File: config.mk
export PLATFORM = sky130hd
export DESIGN_NAME = main_mem_arbiter
export DESIGN_NICKNAME = d
export VERILOG_FILES = /design/src/rtl/main_mem_pkg.sv /design/src/rtl/mem_arb_grant.sv /design/src/rtl/main_mem_arbiter.sv
export SDC_FILE = /design/constraint.sdc
export NUM_CORES = 1
export LEC_CHECK = 0
export ABC_CLOCK_PERIOD_IN_PS = 3210
export BUFFER_PORTS_ARGS = -buffer_cell sky130_fd_sc_hd__buf_2
export CAP_MARGIN = 0
export CORE_AREA = 2 2 135 137
export DETAILED_ROUTE_END_ITERATION = 7
export DIE_AREA = 0 0 137 139
export PLACE_DENSITY = 0.72
export SYNTH_ARGS = -nofsm -noshare
export SYNTH_HDL_FRONTEND = slang
export SYNTH_SLANG_ARGS = --single-unit
File: constraint.sdc
create_clock -name clk -period 3.21 [get_ports clk]
set_input_delay 0.1605 -clock clk [delete_from_list [all_inputs] [get_ports clk]]
set_output_delay 0.1605 -clock clk [all_outputs]
set_load 0.01 [all_outputs]
File: src/rtl/main_mem_pkg.sv
// Shared types and constants for the main-memory arbiter: owner tag, FSM states,
// the latched request record and the one-hot access sizes.
package main_mem_pkg;

  localparam int ADDR_W  = 32;
  localparam int BLOCK_W = 64;
  localparam int WORD_W  = 32;

  localparam logic [2:0] SIZE_W = 3'b100;
  localparam logic [2:0] SIZE_H = 3'b010;
  localparam logic [2:0] SIZE_B = 3'b001;

  // Encoded to match the memory response tag (lsu_aL_ifu_aH).
  typedef enum logic {
    OWN_LSU = 1'b0,
    OWN_IFU = 1'b1
  } mem_owner_e;

  typedef enum logic [1:0] {
    IDLE  = 2'd0,
    ISSUE = 2'd1,
    WAIT  = 2'd2
  } arb_state_e;

  typedef struct packed {
    logic              we;
    logic [ADDR_W-1:0] addr;
    logic [2:0]        size;
    logic [WORD_W-1:0] wdata;
  } mem_req_t;

endpackage

File: src/rtl/mem_arb_grant.sv
// Fixed-priority pick (LSU first) with an IFU starvation guard; owns starve_cnt.
// Requests are only accepted while the arbiter is idle.
module mem_arb_grant #(
  parameter int STARVE_LIMIT = 4
) (
  input  logic clk,
  input  logic rst_aL,
  input  logic idle,
  input  logic ifu_req_valid,
  input  logic ifu_flush,
  input  logic lsu_req_valid,
  output logic ifu_req_ready,
  output logic lsu_req_ready,
  output logic ifu_grant,
  output logic lsu_grant
);

  localparam int CW = $clog2(STARVE_LIMIT + 1);

  logic [CW-1:0] starve_cnt;
  logic          force_ifu;
  logic          lsu_win;

  assign force_ifu     = ifu_req_valid && (starve_cnt == CW'(STARVE_LIMIT));
  assign lsu_win       = lsu_req_valid && !force_ifu;
  assign lsu_req_ready = idle && lsu_win;
  // A flushed IFU request is never accepted; a forced IFU under flush simply waits.
  assign ifu_req_ready = idle && ifu_req_valid && !ifu_flush && !lsu_win;
  assign lsu_grant     = lsu_req_ready;
  assign ifu_grant     = ifu_req_ready;

  always_ff @(posedge clk or negedge rst_aL) begin
    if (!rst_aL) begin
      starve_cnt <= '0;
    end else if (ifu_grant) begin
      starve_cnt <= '0;
    end else if (lsu_grant && ifu_req_valid && (starve_cnt != CW'(STARVE_LIMIT))) begin
      starve_cnt <= starve_cnt + 1'b1;
    end
  end

endmodule

File: src/rtl/main_mem_arbiter.sv
// Shares the single main-memory port between IFU block refills and LSU loads/stores,
// one transaction in flight, routing read data back to its owner.
module main_mem_arbiter
  import main_mem_pkg::*;
#(
  parameter int ADDR_WIDTH   = ADDR_W,
  parameter int BLOCK_WIDTH  = BLOCK_W,
  parameter int WORD_WIDTH   = WORD_W,
  parameter int STARVE_LIMIT = 4
) (
  input  logic                   clk,
  input  logic                   rst_aL,
  input  logic                   ifu_req_valid,
  output logic                   ifu_req_ready,
  input  logic [ADDR_WIDTH-1:0]  ifu_req_addr,
  input  logic                   ifu_flush,
  output logic                   ifu_resp_valid,
  output logic [BLOCK_WIDTH-1:0] ifu_resp_data,
  input  logic                   lsu_req_valid,
  output logic                   lsu_req_ready,
  input  logic                   lsu_req_we,
  input  logic [ADDR_WIDTH-1:0]  lsu_req_addr,
  input  logic [2:0]             lsu_req_size,
  input  logic [WORD_WIDTH-1:0]  lsu_req_wdata,
  output logic                   lsu_st_done,
  output logic                   lsu_resp_valid,
  output logic [WORD_WIDTH-1:0]  lsu_resp_data,
  output logic                   mem_req_valid,
  input  logic                   mem_req_ready,
  output logic                   mem_req_we,
  output logic [ADDR_WIDTH-1:0]  mem_req_addr,
  output logic [2:0]             mem_req_size,
  output logic [WORD_WIDTH-1:0]  mem_req_wdata,
  input  logic                   mem_resp_valid,
  input  logic                   mem_resp_lsu_aL_ifu_aH,
  input  logic [BLOCK_WIDTH-1:0] mem_resp_data,
  output logic                   owner_err,
  output arb_state_e             dbg_state
);

  // Handshake rule: a request transfers on a cycle where *_req_valid && *_req_ready
  // at the rising clock edge; mem_req_* is held stable until mem_req_ready.

  arb_state_e state_q, state_d;
  mem_owner_e owner_q;
  mem_req_t   req_q;
  logic       drop_q;
  logic       ifu_grant, lsu_grant;

  mem_arb_grant #(.STARVE_LIMIT(STARVE_LIMIT)) u_grant (
    .clk           (clk),
    .rst_aL        (rst_aL),
    .idle          (state_q == IDLE),
    .ifu_req_valid (ifu_req_valid),
    .ifu_flush     (ifu_flush),
    .lsu_req_valid (lsu_req_valid),
    .ifu_req_ready (ifu_req_ready),
    .lsu_req_ready (lsu_req_ready),
    .ifu_grant     (ifu_grant),
    .lsu_grant     (lsu_grant)
  );

  always_ff @(posedge clk or negedge rst_aL) begin
    if (!rst_aL) state_q <= IDLE;
    else         state_q <= state_d;
  end

  always_comb begin
    state_d = state_q;
    case (state_q)
      IDLE:    if (ifu_grant || lsu_grant) state_d = ISSUE;
      ISSUE:   if (mem_req_ready) state_d = req_q.we ? IDLE : WAIT;
      WAIT:    if (mem_resp_valid) state_d = IDLE;
      default: state_d = IDLE;
    endcase
  end

  always_ff @(posedge clk or negedge rst_aL) begin
    if (!rst_aL) begin
      owner_q        <= OWN_LSU;
      req_q          <= '0;
      drop_q         <= 1'b0;
      owner_err      <= 1'b0;
      ifu_resp_valid <= 1'b0;
      ifu_resp_data  <= '0;
      lsu_resp_valid <= 1'b0;
      lsu_resp_data  <= '0;
      lsu_st_done    <= 1'b0;
    end else begin
      ifu_resp_valid <= 1'b0;
      lsu_resp_valid <= 1'b0;
      lsu_st_done    <= 1'b0;
      case (state_q)
        IDLE: begin
          drop_q <= 1'b0;
          if (lsu_grant) begin
            owner_q     <= OWN_LSU;
            req_q.we    <= lsu_req_we;
            req_q.addr  <= lsu_req_addr;
            req_q.size  <= lsu_req_size;
            req_q.wdata <= lsu_req_wdata;
          end else if (ifu_grant) begin
            owner_q     <= OWN_IFU;
            req_q.we    <= 1'b0;
            req_q.addr  <= ifu_req_addr;
            req_q.size  <= SIZE_W;
            req_q.wdata <= '0;
          end
        end
        ISSUE: begin
          if (owner_q == OWN_IFU && ifu_flush) drop_q <= 1'b1;
          if (mem_req_ready && req_q.we) lsu_st_done <= 1'b1;
        end
        WAIT: begin
          if (owner_q == OWN_IFU && ifu_flush) drop_q <= 1'b1;
          if (mem_resp_valid) begin
            // A wrong tag is flagged but the data still goes to the recorded owner.
            if (mem_owner_e'(mem_resp_lsu_aL_ifu_aH) != owner_q) owner_err <= 1'b1;
            if (owner_q == OWN_LSU) begin
              lsu_resp_valid <= 1'b1;
              lsu_resp_data  <= mem_resp_data[WORD_WIDTH-1:0];
            end else if (!drop_q && !ifu_flush) begin
              ifu_resp_valid <= 1'b1;
              ifu_resp_data  <= mem_resp_data;
            end
          end
        end
        default: ;
      endcase
    end
  end

  assign mem_req_valid = (state_q == ISSUE);
  assign mem_req_we    = req_q.we;
  assign mem_req_addr  = req_q.addr;
  assign mem_req_size  = req_q.size;
  assign mem_req_wdata = req_q.wdata;
  assign dbg_state     = state_q;

  a_lsu_size_onehot: assert property (@(posedge clk) disable iff (!rst_aL)
    lsu_req_valid |-> $onehot(lsu_req_size));

endmodule

==> results.py, run 1 <==
metrics = {
    "drt": {
        "wirelength_mm": 22.7,
        "viasPerCell": 4.86,
        "num_vias": 6494,
        "antenna_left": 0,
        "drc": 0,
        "drt-initial-drc-count": 281,
        "wl_per_cell_um": 17.0,
        "dr.pass1.iters": 5,
    },
    "placed_design": {
        "place_congestion": 0.806,
        "pre_cts_slack_ps": 791,
        "dp_hpwl_mm": 14.4,
        "io_buffers": 344,
    },
    "setup_path": {
        "crit_path_start_kind": "register",
        "max_stage_delay_ps": 520,
        "arrival_ps": 2390,
        "cp.required_ps": 3050,
        "path_cells": "inv_1, ha_1, nand2_1, a31oi_4, buf_12, buf_2",
        "cp_slowest_cell": "a31oi_4",
        "critPathCaptureType": "output port",
        "path_class": "register to output port",
        "critical_path.max_fanout": 79,
    },
    "clocking": {
        "clockBufferDepth": 2,
        "numCtsBuffers": 17,
        "clk_latency_ps": 430,
        "htree_levels": 4,
        "post-cts-setup-buffers": 0,
        "clk_pin_slew_ps": 70,
        "cts_tree": "built",
        "cts_sinks": 175,
        "clk_root_buffer_cell": "clkbuf_16",
    },
    "timing": {
        "worst_slack_ps": 663,
        "maxSlewHeadroom": 0.266,
        "rsz0062_at_grt": "no",
        "finalHoldViolCount": 0,
        "maxSlewViolCount": 0,
        "worst_pin_slew_ps": 1100,
        "finClkSkew_ps": 12.5,
        "max_freq_ghz": 0.393,
        "fin_crit_sh": 0.794,
        "period_minus_slack_ps": 2550,
        "tns_ps": 0,
        "setup_viol": 0,
    },
    "logic_synthesis": {
        "synthFlopType": "dfrtp_1",
        "synth_common_cells": "202 x nand2_1, 175 x dfrtp_1, 67 x o21ai_0",
        "synth_area_leaders": "dfrtp_1 61%, nand2_1 11%, mux2_4 10%, o21ai_0 4.7%, mux2i_1 4.6%",
        "syn_area_per_cell_um2": 11.6,
        "ys_types": 29,
        "yosys_warnings": 0,
        "yosysSeqAreaShare": 0.608,
        "syn_nets": 800,
        "synth_area_mm2": 0.00720,
        "yosys.area.top_type": "dfrtp_1",
        "syn-instance-count": 622,
        "synth-seq-cells": 175,
        "synth_top_area_frac": 0.608,
        "async_flop_share": 1.00,
        "synth_edf_count": 0,
        "synth.most_common_cell": "nand2_1",
    },
    "grt": {
        "grt_overflow": 0,
        "first_global_vias": 6804,
        "grt_usage": 0.241,
        "grt_start_max_net_pins": 80,
        "grt_pass1_wl_mm": 35.8,
        "antenna_found_initial": 0,
    },
    "layout": {
        "area_delta_synth_final_pct": 53.6,
        "n_fill_cell": 1311,
        "drive_gt1_frac": 0.410,
        "nets": 1271,
        "utilization": 0.626,
        "n_antenna_cell": 0,
    },
    "die": {
        "start_util": 0.408,
        "die_h_um": 139,
        "coreArea_mm2": 0.0177,
        "die_w_um": 137,
        "dieArea_mm2": 0.0190,
        "row_count": 49,
        "pin_count": 345,
    },
    "pwr": {
        "ir_drop_uv": 504,
        "leakagePower_nw": 6.11,
        "p_per_area_mw_per_mm2": 850,
    },
    "run_status": {
        "status": "complete, no violations",
    },
    "job": {
        "cap_violations": 0,
    },
    "hold_path": {
        "hold_class": "input pin to register",
    },
}
power breakdown:
group | switching, W | internal (W)
clock network | 0.000971 | 0.00103
registers | 0.000574 | 0.00318
logic | 0.00193 | 0.00171
total | 0.00347 | 0.00593
logic make-up after synthesis:
family	synth area share
AND/OR/NAND/NOR	0.117
AO/OA/AOI/OAI	0.0558
multiplexers	0.173
buffers and inverters	0.0316
adder cells (fa/ha/maj)	0.0104
flip-flops	0.608
XOR/XNOR	0.00365
cells in the final DEF (no fill, tap or decap), types with 2 or more instances in the layout:
| cell type | n |
|---|---|
| a21oi_1 | 5 |
| nand2b_1 | 2 |
| clkinv_4 | 3 |
| dlygate4sd3_1 | 134 |
| buf_4 | 7 |
| o21ai_0 | 67 |
| ha_1 | 6 |
| inv_6 | 3 |
| buf_2 | 343 |
| buf_12 | 3 |
| clkbuf_16 | 17 |
| nand2_1 | 202 |
| xnor2_1 | 2 |
| dfrtp_1 | 175 |
| nand4_1 | 2 |
| mux2_4 | 49 |
| nor2_1 | 5 |
| nand3_1 | 2 |
| inv_8 | 5 |
| mux2_2 | 16 |
| inv_1 | 9 |
| mux2i_1 | 33 |
path summary, 6_finish.rpt:
| kind | start | to | slack (ps) | cells after the start |
|---|---|---|---|---|
| setup / recovery | dbg_state[1] | lsu_req_ready | 660 | 6 |
| hold / removal | ifu_req_addr[12] | mem_req_addr[12] | 20 | 3 |
| setup reg to reg | dbg_state[1] | mem_req_addr[31] | 760 | 7 |
| hold reg to reg | lsu_resp_data[2] | lsu_resp_data[2] | 480 | 2 |
| max in group asynchronous | rst_aL | mem_req_wdata[25] | 2080 | 3 |
| min in group asynchronous | rst_aL | mem_req_addr[11] | 310 | 2 |
layout make-up:
type                            count  area [um^2]  area share
Sequential cell                   175         4380       0.396
Timing Repair Buffer              488         3180       0.288
Multi-Input combinational cell    401         2610       0.236
Clock buffer                       18          429      0.0388
Tap cell                          229          287      0.0259
Clock inverter                     14          138      0.0124
Inverter                           10         37.5     0.00339
metal layers:
metal / wire length, um / track usage / vias to the layer above
met1: 8600 / 0.282 / 3096
met2: 11200 / 0.400 / 333
met5: 0 / 0 / -
met4: 1020 / 0.128 / 0
li1: - / - / 2998
met3: 1890 / 0.0643 / 67
state kept, by name, indices dropped and copies added (netlist names):
name and flops:
dbg_state 2, drop_q 1, ifu_resp_data 64, ifu_resp_valid 1
lsu_resp_data 32, lsu_resp_valid 1, lsu_st_done 1, mem_req_addr 32
mem_req_size 3, mem_req_wdata 32, mem_req_we 1, owner_err 1
owner_q 1, u_grant.starve_cnt 3
through the flow:
stage               cell area, um^2  hold slack [ps]  power, W  cells
floorplan                      7200             -135   0.00560    622
finish                        11100             19.6   0.00940   1335
global route                  11100             18.2    0.0100   1335
global placement               9150              206   0.00710   1169
CTS                           11100             4.28   0.00937   1335
detailed placement             9150              213   0.00721   1169
worst max-delay path: cells and delay by family, from the launching register on:
family | cells | cell delay [ps]
buffers and inverters | 3 | 650
AOI/OAI and AO/OA | 1 | 520
DFF | 1 | 400
adders and majority gates | 1 | 240
and+or+nand+nor | 1 | 110
timing repair:
item / 4_1_cts / 5_1_grt
setup endpoints to repair: 0 / 0
resized for setup: 0 / 0
hold endpoints to repair: 222 / 0
hold buffers: 134 / 0
Note: power is estimated with default switching activity, not from simulation.
==> inputs of run 2 (changes only) <==
--- a/config.mk
+++ b/config.mk
@@ -5,13 +5,14 @@
 export SDC_FILE = /design/constraint.sdc
 export NUM_CORES = 1
 export LEC_CHECK = 0
-export ABC_CLOCK_PERIOD_IN_PS = 3210
+export ABC_AREA = 1
+export ABC_CLOCK_PERIOD_IN_PS = 2400
 export BUFFER_PORTS_ARGS = -buffer_cell sky130_fd_sc_hd__buf_2
 export CAP_MARGIN = 0
 export CORE_AREA = 2 2 135 137
 export DETAILED_ROUTE_END_ITERATION = 7
 export DIE_AREA = 0 0 137 139
-export PLACE_DENSITY = 0.72
+export PLACE_DENSITY = 0.71
 export SYNTH_ARGS = -nofsm -noshare
 export SYNTH_HDL_FRONTEND = slang
 export SYNTH_SLANG_ARGS = --single-unit
==> constraint.sdc (replaced) <==
create_clock -name clk -period 2.4 [get_ports clk]
set_input_delay 0.12 -clock clk [delete_from_list [all_inputs] [get_ports clk]]
set_output_delay 0.12 -clock clk [all_outputs]
set_load 0.01 [all_outputs]
==> run 2 against run 1 <==
Against the previous run:
- first-iteration DRC count increased by 41%
- global-route usage increased by 0.48 points
- design area up 2.2%
- sequential share of layout area decreased by 0.86 points
- worst hold slack lost 7.9 ps
- via count rose by 13%
- largest power group is now combinational logic
- sequential power up 28%
- synthesized area fell by 1.7%
- die area unchanged
- total power up 35%
- highest routed layer unchanged
- synthesized cell count up 25%
- clock power rose by 48%
==> results.py, run 2 <==
metrics = {
    "die": {
        "start_util": 0.401,
        "coreArea_mm2": 0.0177,
        "die_w_um": 137,
        "pin_count": 345,
        "row_count": 49,
        "dieArea_mm2": 0.0190,
        "die_h_um": 139,
    },
    "timing": {
        "rsz0062_at_grt": "no",
        "finalHoldViolCount": 0,
        "worst_pin_slew_ps": 599,
        "fin_crit_sh": 0.938,
        "maxSlewHeadroom": 0.601,
        "max_freq_ghz": 0.444,
        "setup_viol": 0,
        "tns_ps": 0,
        "finClkSkew_ps": 13.2,
        "maxSlewViolCount": 0,
        "period_minus_slack_ps": 2250,
    },
    "setup_path": {
        "path_class": "register to register",
        "ff2ff_setup_slack_ps": 150,
        "reg2regPathDepth": 8,
        "critical_path.max_fanout": 58,
        "path_cells": "inv_1, ha_2, nand3_4, inv_2, buf_12, nand2_1, nand3_1, dlygate4sd3_1",
        "max_stage_delay_ps": 550,
        "cp_slowest_cell": "dlygate4sd3_1",
        "r2r-start": "dbg_state[0]",
        "arrival_ps": 2620,
        "critPathCaptureType": "register",
        "cp.required_ps": 2770,
        "reg2reg_to": "mem_req_addr[15]",
        "crit_path_start_kind": "register",
    },
    "clocking": {
        "clockBufferDepth": 2,
        "cts_sinks": 175,
        "numCtsBuffers": 17,
        "cts_tree": "built",
        "htree_levels": 4,
        "clk_pin_slew_ps": 70,
        "clk_root_buffer_cell": "clkbuf_16",
        "clk_latency_ps": 430,
        "post-cts-setup-buffers": 0,
    },
    "logic_synthesis": {
        "async_flop_share": 1.00,
        "synth_top_area_frac": 0.619,
        "ys_types": 19,
        "synth_edf_count": 0,
        "yosys.area.top_type": "dfrtp_1",
        "yosysSeqAreaShare": 0.619,
        "synth-seq-cells": 175,
        "syn_area_per_cell_um2": 9.08,
        "synth_area_leaders": "dfrtp_1 62%, nand2_1 15%, nand3_1 9.9%, o21ai_0 4.2%, inv_1 2.5%",
        "synthFlopType": "dfrtp_1",
        "synth_area_mm2": 0.00708,
        "synth_common_cells": "279 x nand2_1, 175 x dfrtp_1, 140 x nand3_1",
        "yosys_warnings": 0,
        "synth.most_common_cell": "nand2_1",
        "syn-instance-count": 779,
        "syn_nets": 957,
    },
    "drt": {
        "num_vias": 7365,
        "drt-initial-drc-count": 397,
        "antenna_left": 0,
        "dr.pass1.iters": 5,
        "viasPerCell": 4.87,
        "wl_per_cell_um": 15.5,
        "drc": 0,
        "wirelength_mm": 23.4,
    },
    "layout": {
        "utilization": 0.640,
        "nets": 1448,
        "largest_reg_flops": 64,
        "drive_gt1_frac": 0.308,
        "largest_register": "ifu_resp_data",
        "final_cell_mix": "343 x buf_2, 279 x nand2_1, 175 x dfrtp_1, 165 x dlygate4sd3_1, 138 x nand3_1",
        "final_area_mm2": 0.0113,
        "final_common_cell": "buf_2",
        "n_antenna_cell": 0,
        "area_delta_synth_final_pct": 59.8,
    },
    "grt": {
        "first_global_vias": 7447,
        "grt_pass1_wl_mm": 36.8,
        "antenna_found_initial": 0,
        "grt_start_max_net_pins": 101,
        "grt_overflow": 0,
        "grt_usage": 0.246,
    },
    "pwr": {
        "leakagePower_nw": 6.31,
        "ir_drop_uv": 608,
        "p_sw_frac": 0.362,
        "p_per_area_mw_per_mm2": 1130,
        "pwr-share-seq": 0.379,
        "power_frac_comb": 0.387,
        "switchingPower_w": 0.00461,
        "p_clk_frac": 0.234,
        "p_int_w": 0.00813,
        "finalPower_w": 0.0127,
    },
    "placed_design": {
        "dp_hpwl_mm": 14.3,
        "place_area_mm2": 0.00902,
        "place_congestion": 0.799,
        "io_buffers": 344,
    },
    "hold_path": {
        "hold_depth": 3,
        "worstHoldStart": "mem_resp_data[7]",
        "hold_class": "input pin to register",
        "holdPathEnd": "lsu_resp_data[7]",
    },
    "run_status": {
        "status": "complete, no violations",
    },
    "job": {
        "cap_violations": 0,
    },
}
[run 2: changes by cell type after synthesis, moves of 4 or more]
| cell | change |
|---|---|
| nand2_1 | +77 |
| inv_1 | +39 |
| mux2_2 | -16 |
| buf_4 | +5 |
| buf_2 | +13 |
| nand3_1 | +138 |
| mux2i_1 | -33 |
| o21ai_0 | -8 |
| a21oi_1 | -4 |
| o21ai_2 | +4 |
| o21ai_1 | +7 |
| mux2_4 | -49 |
[run 2: power groups by stage]
stage / combinational [W] / sequential [W] / clock (W)
2_1_floorplan: 0.00172 / 0.00538 / 0
4_1_cts: 0.00486 / 0.00480 / 0.00306
5_1_grt: 0.00545 / 0.00497 / 0.00317
3_3_place_gp: 0.00415 / 0.00482 / 0
6_report: 0.00493 / 0.00483 / 0.00298
3_5_place_dp: 0.00427 / 0.00483 / 0
[run 2: critical path: cells and delay by family, from the launching register on]
family                   cells  cell delay [ps]
flip-flops                   1              410
AND/OR/NAND/NOR              3              340
buffers and inverters        4             1140
adder cells (fa/ha/maj)      1              270
[run 2: kinds of logic (layout without fill, tap and decap cells)]
family	count (synthesis)	after routing	share of synthesized area
xor+xnor	1	1	0.00124
buf+inv	98	601	0.0637
flops	175	175	0.619
compound gates	71	71	0.0523
fa+ha+maj	6	6	0.0106
simple gates	428	428	0.253
[run 2: metal layers]
| metal | vias up | track usage | share of wire |
|---|---|---|---|
| met5 | - | 0 | 0 |
| met4 | 0 | 0.0950 | 0.028 |
| met3 | 52 | 0.0658 | 0.086 |
| met2 | 369 | 0.429 | 0.51 |
| met1 | 3472 | 0.284 | 0.38 |
| li1 | 3472 | - | - |
[run 2: area by class of cell]
class                   count  area, um^2
repair buffers            519        3550
clock buffers              18         429
fillers                  1382        6350
clock inverters            13         200
flip-flops and latches    175        4380
multi-input cells         506        2270
well taps                 229         287
inverters                  51         191
[run 2: what timing repair did]
item,4_1_cts,5_1_grt
endpoints found under the hold margin,216,0
setup endpoints to repair,0,24
hold buffers,165,0
gates resized for setup,0,2
[run 2: per-stage QoR]
step                      hold WS [ps]  instances  setup WS, ps
final                             11.7       1511           149
after global routing              27.2       1511          3.65
after CTS                         5.96       1511           115
after detailed placement           150       1315           634
after global placement             144       1315           709
after floorplan                   -176        779           905
[run 2: worst max path at each step]
| stage | startpoint | endpoint | slack, ps | depth (start not counted) |
|---|---|---|---|---|
| floorplan | dbg_state[0] | mem_req_size[0] | 900 | 7 |
| finish | dbg_state[0] | mem_req_addr[15] | 150 | 8 |
| global route | dbg_state[0] | mem_req_addr[13] | 4 | 8 |
| global placement | dbg_state[0] | ifu_resp_data[62] | 710 | 6 |
| detailed placement | dbg_state[0] | ifu_resp_data[44] | 630 | 6 |
| CTS | dbg_state[0] | mem_req_addr[17] | 120 | 8 |
